### config.mk
export PLATFORM = sky130hd
export DESIGN_NAME = bp_be_dcache_lce_cmd_seq
export DESIGN_NICKNAME = d
export VERILOG_FILES = /design/src/rtl/bp_be_dcache_lce_cmd_seq.sv
export SDC_FILE = /design/constraint.sdc
export NUM_CORES = 1
export LEC_CHECK = 0
export CAP_MARGIN = 20
export CORE_MARGIN = 2
export CORE_UTILIZATION = 39
export CTS_CLUSTER_DIAMETER = 50
export CTS_CLUSTER_SIZE = 16
export DETAILED_ROUTE_END_ITERATION = 8
export GPL_ROUTABILITY_DRIVEN = 0
export PLACE_DENSITY = 0.78
export SLEW_MARGIN = 20
export SYNTH_ARGS = -nofsm -noshare
export SYNTH_HDL_FRONTEND = slang
export SYNTH_SLANG_ARGS = --single-unit
### constraint.sdc
create_clock -name clk_i -period 1.8 [get_ports clk_i]
set_clock_uncertainty 0.2 [all_clocks]
set_input_delay 0.18 -clock clk_i [delete_from_list [all_inputs] [get_ports clk_i]]
set_output_delay 0.18 -clock clk_i [all_outputs]
set_load 0.005 [all_outputs]
### src/rtl/bp_be_dcache_lce_cmd_seq.sv
// D$ LCE command sequencer.
// Turns decoded coherence commands into tag_mem / stat_mem packets for the D$,
// sweeps every set clear after reset and on sync, and returns one completion
// response per accepted command.
//
// Ports:
//   clk_i, reset_i                 clock, synchronous active-high reset
//   cmd_v_i / cmd_ready_o          command handshake; opcode 0 sync, 1 invalidate,
//                                  2 set_tag, 3 clear_dirty; index/way/tag/state fields
//   tag_mem_pkt_v_o / _yumi_i      tag packet: opcode 0 set_clear, 1 invalidate, 2 set_tag
//   stat_mem_pkt_v_o / _yumi_i     stat packet: opcode 0 set_clear, 2 clear_dirty, 3 set_lru
//   resp_v_o / resp_yumi_i         completion, resp_opcode_o echoes the command opcode
module bp_be_dcache_lce_cmd_seq #(
  parameter int unsigned sets_p       = 64,
  parameter int unsigned ways_p       = 8,
  parameter int unsigned ptag_width_p = 28,
  localparam int unsigned lg_sets_lp  = $clog2(sets_p),
  localparam int unsigned lg_ways_lp  = $clog2(ways_p)
) (
  input  logic                    clk_i,
  input  logic                    reset_i,

  input  logic                    cmd_v_i,
  output logic                    cmd_ready_o,
  input  logic [1:0]              cmd_opcode_i,
  input  logic [lg_sets_lp-1:0]   cmd_index_i,
  input  logic [lg_ways_lp-1:0]   cmd_way_i,
  input  logic [ptag_width_p-1:0] cmd_tag_i,
  input  logic [1:0]              cmd_state_i,

  output logic                    tag_mem_pkt_v_o,
  output logic [1:0]              tag_mem_opcode_o,
  output logic [lg_sets_lp-1:0]   tag_mem_index_o,
  output logic [lg_ways_lp-1:0]   tag_mem_way_o,
  output logic [ptag_width_p-1:0] tag_mem_tag_o,
  output logic [1:0]              tag_mem_state_o,
  input  logic                    tag_mem_pkt_yumi_i,

  output logic                    stat_mem_pkt_v_o,
  output logic [1:0]              stat_mem_opcode_o,
  output logic [lg_sets_lp-1:0]   stat_mem_index_o,
  output logic [lg_ways_lp-1:0]   stat_mem_way_o,
  input  logic                    stat_mem_pkt_yumi_i,

  output logic                    resp_v_o,
  output logic [1:0]              resp_opcode_o,
  input  logic                    resp_yumi_i
);

  typedef enum logic [1:0] {e_clear, e_ready, e_issue, e_resp} state_e;

  localparam logic [1:0] cmd_sync_lp        = 2'd0;
  localparam logic [1:0] cmd_invalidate_lp  = 2'd1;
  localparam logic [1:0] cmd_set_tag_lp     = 2'd2;
  localparam logic [1:0] cmd_clear_dirty_lp = 2'd3;

  localparam logic [1:0] tag_set_clear_lp   = 2'd0;
  localparam logic [1:0] tag_invalidate_lp  = 2'd1;
  localparam logic [1:0] tag_set_tag_lp     = 2'd2;

  localparam logic [1:0] stat_set_clear_lp   = 2'd0;
  localparam logic [1:0] stat_clear_dirty_lp = 2'd2;
  localparam logic [1:0] stat_set_lru_lp     = 2'd3;

  localparam logic [lg_sets_lp-1:0] last_idx_lp = lg_sets_lp'(sets_p - 1);

  state_e                  state_r, state_n;
  logic [lg_sets_lp-1:0]   idx_r, idx_n;
  logic                    sync_r, sync_n;
  logic [1:0]              op_r, op_n;
  logic                    tag_v_r, tag_v_n;
  logic                    stat_v_r, stat_v_n;
  logic                    ready_r, ready_n;
  logic                    resp_v_r, resp_v_n;
  logic [1:0]              resp_op_r, resp_op_n;

  logic [1:0]              tag_op_r, tag_op_n;
  logic [lg_sets_lp-1:0]   tag_index_r, tag_index_n;
  logic [lg_ways_lp-1:0]   tag_way_r, tag_way_n;
  logic [ptag_width_p-1:0] tag_tag_r, tag_tag_n;
  logic [1:0]              tag_state_r, tag_state_n;

  logic [1:0]              stat_op_r, stat_op_n;
  logic [lg_sets_lp-1:0]   stat_index_r, stat_index_n;
  logic [lg_ways_lp-1:0]   stat_way_r, stat_way_n;

  // A packet is done once it is not pending or is being consumed this cycle.
  logic tag_ok, stat_ok;
  assign tag_ok  = ~tag_v_r  | tag_mem_pkt_yumi_i;
  assign stat_ok = ~stat_v_r | stat_mem_pkt_yumi_i;

  // State and payload registers; reset arms the set-0 sweep pair.
  always_ff @(posedge clk_i) begin
    if (reset_i) begin
      state_r      <= e_clear;
      idx_r        <= '0;
      sync_r       <= 1'b0;
      op_r         <= cmd_sync_lp;
      tag_v_r      <= 1'b1;
      stat_v_r     <= 1'b1;
      ready_r      <= 1'b0;
      resp_v_r     <= 1'b0;
      resp_op_r    <= 2'd0;
      tag_op_r     <= tag_set_clear_lp;
      tag_index_r  <= '0;
      tag_way_r    <= '0;
      tag_tag_r    <= '0;
      tag_state_r  <= 2'd0;
      stat_op_r    <= stat_set_clear_lp;
      stat_index_r <= '0;
      stat_way_r   <= '0;
    end else begin
      state_r      <= state_n;
      idx_r        <= idx_n;
      sync_r       <= sync_n;
      op_r         <= op_n;
      tag_v_r      <= tag_v_n;
      stat_v_r     <= stat_v_n;
      ready_r      <= ready_n;
      resp_v_r     <= resp_v_n;
      resp_op_r    <= resp_op_n;
      tag_op_r     <= tag_op_n;
      tag_index_r  <= tag_index_n;
      tag_way_r    <= tag_way_n;
      tag_tag_r    <= tag_tag_n;
      tag_state_r  <= tag_state_n;
      stat_op_r    <= stat_op_n;
      stat_index_r <= stat_index_n;
      stat_way_r   <= stat_way_n;
    end
  end

  // Next-state and next-output logic.
  always_comb begin
    state_n      = state_r;
    idx_n        = idx_r;
    sync_n       = sync_r;
    op_n         = op_r;
    tag_v_n      = tag_v_r & ~tag_mem_pkt_yumi_i;
    stat_v_n     = stat_v_r & ~stat_mem_pkt_yumi_i;
    ready_n      = ready_r;
    resp_v_n     = resp_v_r;
    resp_op_n    = resp_op_r;
    tag_op_n     = tag_op_r;
    tag_index_n  = tag_index_r;
    tag_way_n    = tag_way_r;
    tag_tag_n    = tag_tag_r;
    tag_state_n  = tag_state_r;
    stat_op_n    = stat_op_r;
    stat_index_n = stat_index_r;
    stat_way_n   = stat_way_r;

    case (state_r)
      e_clear: begin
        if (tag_ok && stat_ok) begin
          if (idx_r == last_idx_lp) begin
            sync_n = 1'b0;
            if (sync_r) begin
              state_n   = e_resp;
              resp_v_n  = 1'b1;
              resp_op_n = cmd_sync_lp;
            end else begin
              state_n = e_ready;
              ready_n = 1'b1;
            end
          end else begin
            idx_n        = idx_r + lg_sets_lp'(1);
            tag_v_n      = 1'b1;
            stat_v_n     = 1'b1;
            tag_index_n  = idx_r + lg_sets_lp'(1);
            stat_index_n = idx_r + lg_sets_lp'(1);
          end
        end
      end

      e_ready: begin
        if (cmd_v_i) begin
          ready_n = 1'b0;
          op_n    = cmd_opcode_i;
          if (cmd_opcode_i == cmd_sync_lp) begin
            state_n      = e_clear;
            idx_n        = '0;
            sync_n       = 1'b1;
            tag_v_n      = 1'b1;
            stat_v_n     = 1'b1;
            tag_op_n     = tag_set_clear_lp;
            tag_index_n  = '0;
            tag_way_n    = '0;
            tag_tag_n    = '0;
            tag_state_n  = 2'd0;
            stat_op_n    = stat_set_clear_lp;
            stat_index_n = '0;
            stat_way_n   = '0;
          end else begin
            state_n      = e_issue;
            tag_v_n      = (cmd_opcode_i == cmd_invalidate_lp) | (cmd_opcode_i == cmd_set_tag_lp);
            stat_v_n     = (cmd_opcode_i == cmd_set_tag_lp) | (cmd_opcode_i == cmd_clear_dirty_lp);
            tag_op_n     = (cmd_opcode_i == cmd_set_tag_lp) ? tag_set_tag_lp : tag_invalidate_lp;
            stat_op_n    = (cmd_opcode_i == cmd_set_tag_lp) ? stat_set_lru_lp : stat_clear_dirty_lp;
            tag_index_n  = cmd_index_i;
            tag_way_n    = cmd_way_i;
            tag_tag_n    = cmd_tag_i;
            tag_state_n  = cmd_state_i;
            stat_index_n = cmd_index_i;
            stat_way_n   = cmd_way_i;
          end
        end
      end

      e_issue: begin
        if (tag_ok && stat_ok) begin
          state_n   = e_resp;
          resp_v_n  = 1'b1;
          resp_op_n = op_r;
        end
      end

      e_resp: begin
        if (resp_yumi_i) begin
          state_n  = e_ready;
          resp_v_n = 1'b0;
          ready_n  = 1'b1;
        end
      end

      default: state_n = e_clear;
    endcase
  end

  // Valids are armed by reset and masked while it is held, so the set-0
  // sweep pair is already presented in the first cycle after reset drops.
  assign tag_mem_pkt_v_o   = tag_v_r & ~reset_i;
  assign stat_mem_pkt_v_o  = stat_v_r & ~reset_i;

  assign cmd_ready_o       = ready_r;
  assign resp_v_o          = resp_v_r;
  assign resp_opcode_o     = resp_op_r;
  assign tag_mem_opcode_o  = tag_op_r;
  assign tag_mem_index_o   = tag_index_r;
  assign tag_mem_way_o     = tag_way_r;
  assign tag_mem_tag_o     = tag_tag_r;
  assign tag_mem_state_o   = tag_state_r;
  assign stat_mem_opcode_o = stat_op_r;
  assign stat_mem_index_o  = stat_index_r;
  assign stat_mem_way_o    = stat_way_r;

endmodule

After elaboration in Yosys (flattened, before gate mapping)
Cells that the tools add are included.
Widths: inputs -> output; s select.
- bits in registers: 60
- latch bits: 0
- RAM bits: 0
- bits in read-only memories: 0
- bits of input ports: 47
- output and inout bits: 58
- memories: 0
- add/sub/neg operators: 1
- $mul: 0
- div/mod/pow operators: 0
- magnitude comparators: 0
- equal/unequal tests: 16
- shifts and indexed selects: 0
- mux-type cells: 55
- bitwise gates (word level): 13
- reduce and logical (&&, ||, !) cells: 15
- operator list (kind ; count):
    $mux 6 ; 6
    $mux 2 ; 15
    $mux 28 ; 1
    $pmux 6 s2 ; 2
    $mux 1 ; 23
    $reduce_and 5->1 ; 4
    $ne 2x2->1 const B ; 9
    $reduce_and 6->1 ; 2
    $eq 2x2->1 const B ; 4
    $pmux 2 s4 ; 1
    $add 6x1->6 const B ; 1
    $eq 6x6->1 const B ; 1
    $pmux 1 s2 ; 3
    $pmux 1 s3 ; 2
    $reduce_bool 3->1 ; 2
    $not 1->1 ; 5
    $and 1x1->1 ; 4
    $eq 2x1->1 const B ; 2
    $logic_not 2->1 ; 2
    $or 1x1->1 ; 4
    $pmux 2 s2 ; 1
    $reduce_and 4->1 ; 1
    $reduce_bool 2->1 ; 2
    $mux 3 ; 1
    other kinds (2) ; 2

Depth between registers and ports, before layout
- depth in word-level cells: 5
- depth in mapped cells: 9
- depth with buffers taken out: 6

Worst setup path before layout
No wires, ideal clock.
- path kind: reg-to-reg
- from: reg idx_r[0]
- to: reg stat_index_r[1] (netlist: stat_mem_index_o[1])
- library setup time: 86 ps
- data arrival time: 1485 ps
- required time: 1514 ps
- slack: 29 ps
- stages on the path, launching flop included: 8
- path buffers: 1
- path through: dfxtp_1 ha_1 and3_1 and3_4 o21ai_2 buf_6 nor2_1 a211oi_1
- cells in the longest elaborated chain, start to end: 4
- elaborated cells between the ends (all ways): 7
- classes of those cells: add/sub (1); eq/ne (2); mux (3); reduce/logical (1)
- RTL lines (element ; line ; RTL):
    from (decl) ; 68 ; logic [lg_sets_lp-1:0] idx_r, idx_n;
    from (signal assigned) ; 114 ; idx_r <= idx_n;
    $add 6x1->6 ; 171 ; stat_index_n = idx_r + lg_sets_lp'(1);
    $mux 6 ; 156 ; if (idx_r == last_idx_lp) begin
    $mux 6 ; 155 ; if (tag_ok && stat_ok) begin
    $pmux 6 s2 ; 153 ; case (state_r)
    to (signal assigned) ; 128 ; stat_index_r <= stat_index_n;
    to (decl) ; 84 ; logic [lg_sets_lp-1:0] stat_index_r, stat_index_n;
Several ways; a longest one is shown, not always the timed one. The select of a mux whose other input is x is not followed.
A chain may end at the register's enable or synchronous reset.

Worst setup path after layout
- from: reg idx_r[0]
- to: reg resp_v_r (netlist: resp_v_o)
- cells in the longest elaborated chain, start to end: 3
- RTL lines (element ; line ; RTL):
    $eq 6x6->1 ; 156 ;
    $ne 2x2->1 (no line) ; n/a ;
    $reduce_and 6->1 (no line) ; n/a ;
    to (signal assigned) ; 120 ; resp_v_r <= resp_v_n;
    to (decl) ; 74 ; logic resp_v_r, resp_v_n;
No other way between the ends.

==> results.md <==
- Cell area after layout: 4030 um^2
- Worst EP arrival: 1780 ps
- Fill cells: 546
- Max clock buf depth: 2
- FF/Latch Area: 1180 um^2
- WP depth: 7
- Minimum clock period: 1720 ps
- Area delta synth->final: 54.2%
- Max VDD drop: 0.470 mV
- Worst-Margin Slew: 334 ps
- Io pins: 105
- ANT cells: 0
- Post-synth ARST share: 0
- Routed Wire Length: 6.77 mm
- Synth Flop Type: dfxtp_1
- Worst hold path cell count: 3
- Drt initial violations: 112
- Core box area: 6420 um^2
- Syn. warnings: 0
- Routed vias/inst: 5.00
- Syn Area/Cell: 9.43 um^2
- Die area: 7370 um^2
- TritonCTS Buffers: 9
- NumNets Final: 438
- CP delay by family, top: simple AND/OR/NAND/NOR gates
- Unrepaired setup endpoints after global routing: true
- # port buffers: 104
- HP Class: in -> reg
- Critical path fanouts, max: 3
- Clock sinks: 59
- CTS tree: built
- DRC: 9
- First-pass GRT wire length: 10.7 mm
- Maximum clock rate: 580 MHz
- ANT nets after route: 0
- Sequential fraction of the synthesis area: 0.452
- Failing checks: design-rule violations
- Mapped Area: 2610 um^2
- Initial antenna violation count: 0
- Post-synth EDFFs: 0
- Crit. End Element: register
- Max-slew headroom: 0.776
- GRT Total Usage: 0.187
- Total number of vias: 2353
- Post-synthesis register bit count: 59
- Max Cap Viol: 0
- Hold Buf Count CTS: 0
- Largest net degree at the start of global routing: 57
- Worst path cell trace: ha_4 > and3_4 > buf_4 > a41oi_2 > nor3_2 > nor2_1 > a311oi_1
- Startpoint types: register
- Crit-path slowest cell: dfxtp_2
- Detailed Place HPWL: 4.59 mm
- Routed len/inst: 14.4 um
- Final hold vios: 0
- Critical path buffers and inverters: 1
- Slowest Stage Delay on Critical Path: 350 ps
- Layout cells sized above 1: 0.236
- Worst-Skew Late Latency: 340 ps
- Num rows: 29
- Synth Net Count: 325
- Drt pass-1 iters: 7
- Die Y-Extent: 85.8 um
- R2R cell count: 7
- Post-place instance area: 3750 um^2
- WP data required: 1850 ps
- Pins Over Slew Limit: 0
- Global route overflow: 0
- Leak: 1.43 nW
- Critical path class: reg -> reg
- Final setup viols: 0
- Vias in the first global route: 2168
- Status: finished with violations
- Die Wd: 85.8 um
- Clk slew on worst S/H paths: 60 ps
- Period utilisation layout: 0.958
- Starting density of the core: 0.407
- Root Driver: clkbuf_8
- Setup TNS: 0 ps
- Cells after Synth: 277
- H-tree lvl count: 3
- Power per standard cell area: 705 nW/um^2
- Count of cell types in the netlist: 41
- Multi-input logic area: 1270 um^2
registers in the layout (all words and copies together), names as in the netlist, 2 cells and up:
signal / flops
stat_mem_index_o: 6
resp_opcode_o: 2
tag_mem_tag_o: 28
stat_mem_opcode_o: 2
state_r: 2
op_r: 2
idx_r: 6
stat_mem_way_o: 3
tag_mem_state_o: 2
layout by cell type (no fill, tap or decap), types with 2 or more instances in the layout:
cell type and instances:
clkdlybuf4s50_1 103, dfxtp_1 57, nor2_1 43, buf_4 24, a22oi_2 20, a22oi_1 18, nor2_2 16, a21oi_1 15
clkbuf_8 14, nand2_1 12, nand3_1 8, a211oi_1 6, o21ai_0 6, nor2b_1 5, nand2b_1 5, xor2_1 4
nor3_1 4, buf_12 3, and2_4 2, nand3b_1 2, nand3_2 2, and3_4 2, o21a_1 2, dfxtp_2 2
path summary, 6_finish.rpt:
kind / from / endpoint / slack [ps]
max: idx_r[0] / resp_v_o / 80
min: reset_i / idx_r[1] / 120
max reg2reg: idx_r[0] / resp_v_o / 80
min reg2reg: op_r[0] / op_r[0] / 280
power by group:
group	switching, mW	total [mW]	internal (mW)
sequential	0.0126	1.34	1.32
combinational	0.122	0.323	0.201
clock	0.500	1.18	0.678
total	0.635	2.84	2.20
final cells by class:
type,instances,share of cell area
well taps,77,0.0239
clock buffers,14,0.0478
flip-flops and latches,59,0.294
repair buffers,131,0.317
multi-input cells,189,0.316
clock inverters,1,0.00124
synthesized netlist by cell type, types with 4 or more instances:
cell type / number / area (um^2)
a22oi_1: 18 / 135
xor2_1: 4 / 35.0
buf_6: 4 / 45.0
buf_4: 13 / 97.6
nand3_1: 10 / 50.1
a22oi_2: 20 / 250
nand2b_1: 5 / 31.3
nor2_2: 15 / 93.8
nand2_1: 12 / 45.0
o21ai_0: 6 / 30.0
dfxtp_1: 59 / 1180
nor2b_1: 5 / 31.3
a211oi_1: 6 / 45.0
a21oi_1: 15 / 75.1
nor3_1: 5 / 25.0
nor2_1: 44 / 165
clkbuf_1: 8 / 30.0
kinds of logic after synthesis:
family,share of synthesized area
and+or+nand+nor,0.207
AOI/OAI and AO/OA,0.234
adders and majority gates,0.00479
muxes,0.00383
buffers and inverters,0.0853
xor gates and xnor gates,0.0134
DFF,0.452
through the flow:
step                total power [mW]  utilization  setup slack, ps  hold slack, ps  instances
CTS                             2.86        0.620             1.35             125        470
finish                          2.84        0.627             75.0             122        471
global route                    2.96        0.627            -33.5             122        471
detailed placement              1.68        0.584             -130             263        454
global placement                1.67        0.584             -113             247        454
floorplan                       1.48            -             29.4            97.7        277
repair_timing:
action / in CTS / in global routing
gates resized for setup: 5 / 9
pin swaps: 1 / 3
setup endpoints to repair: 14 / 18
cloned: 1 / 0
buffers inserted: 0 / 1
tightest hold or removal path, stage by stage:
cell and delay [ps]:
buf_2 130, buf_12 200, nor2_1 110
layer usage:
layer  global-route usage  vias to the layer above  share of wire
met5                    0                        -              0
met4               0.0519                        0         0.0052
met3               0.0789                        4          0.066
met2                0.278                       84           0.46
met1                0.249                     1073           0.47
li1                     -                     1192              -
No activity file was read; power rests on OpenSTA's default activity.
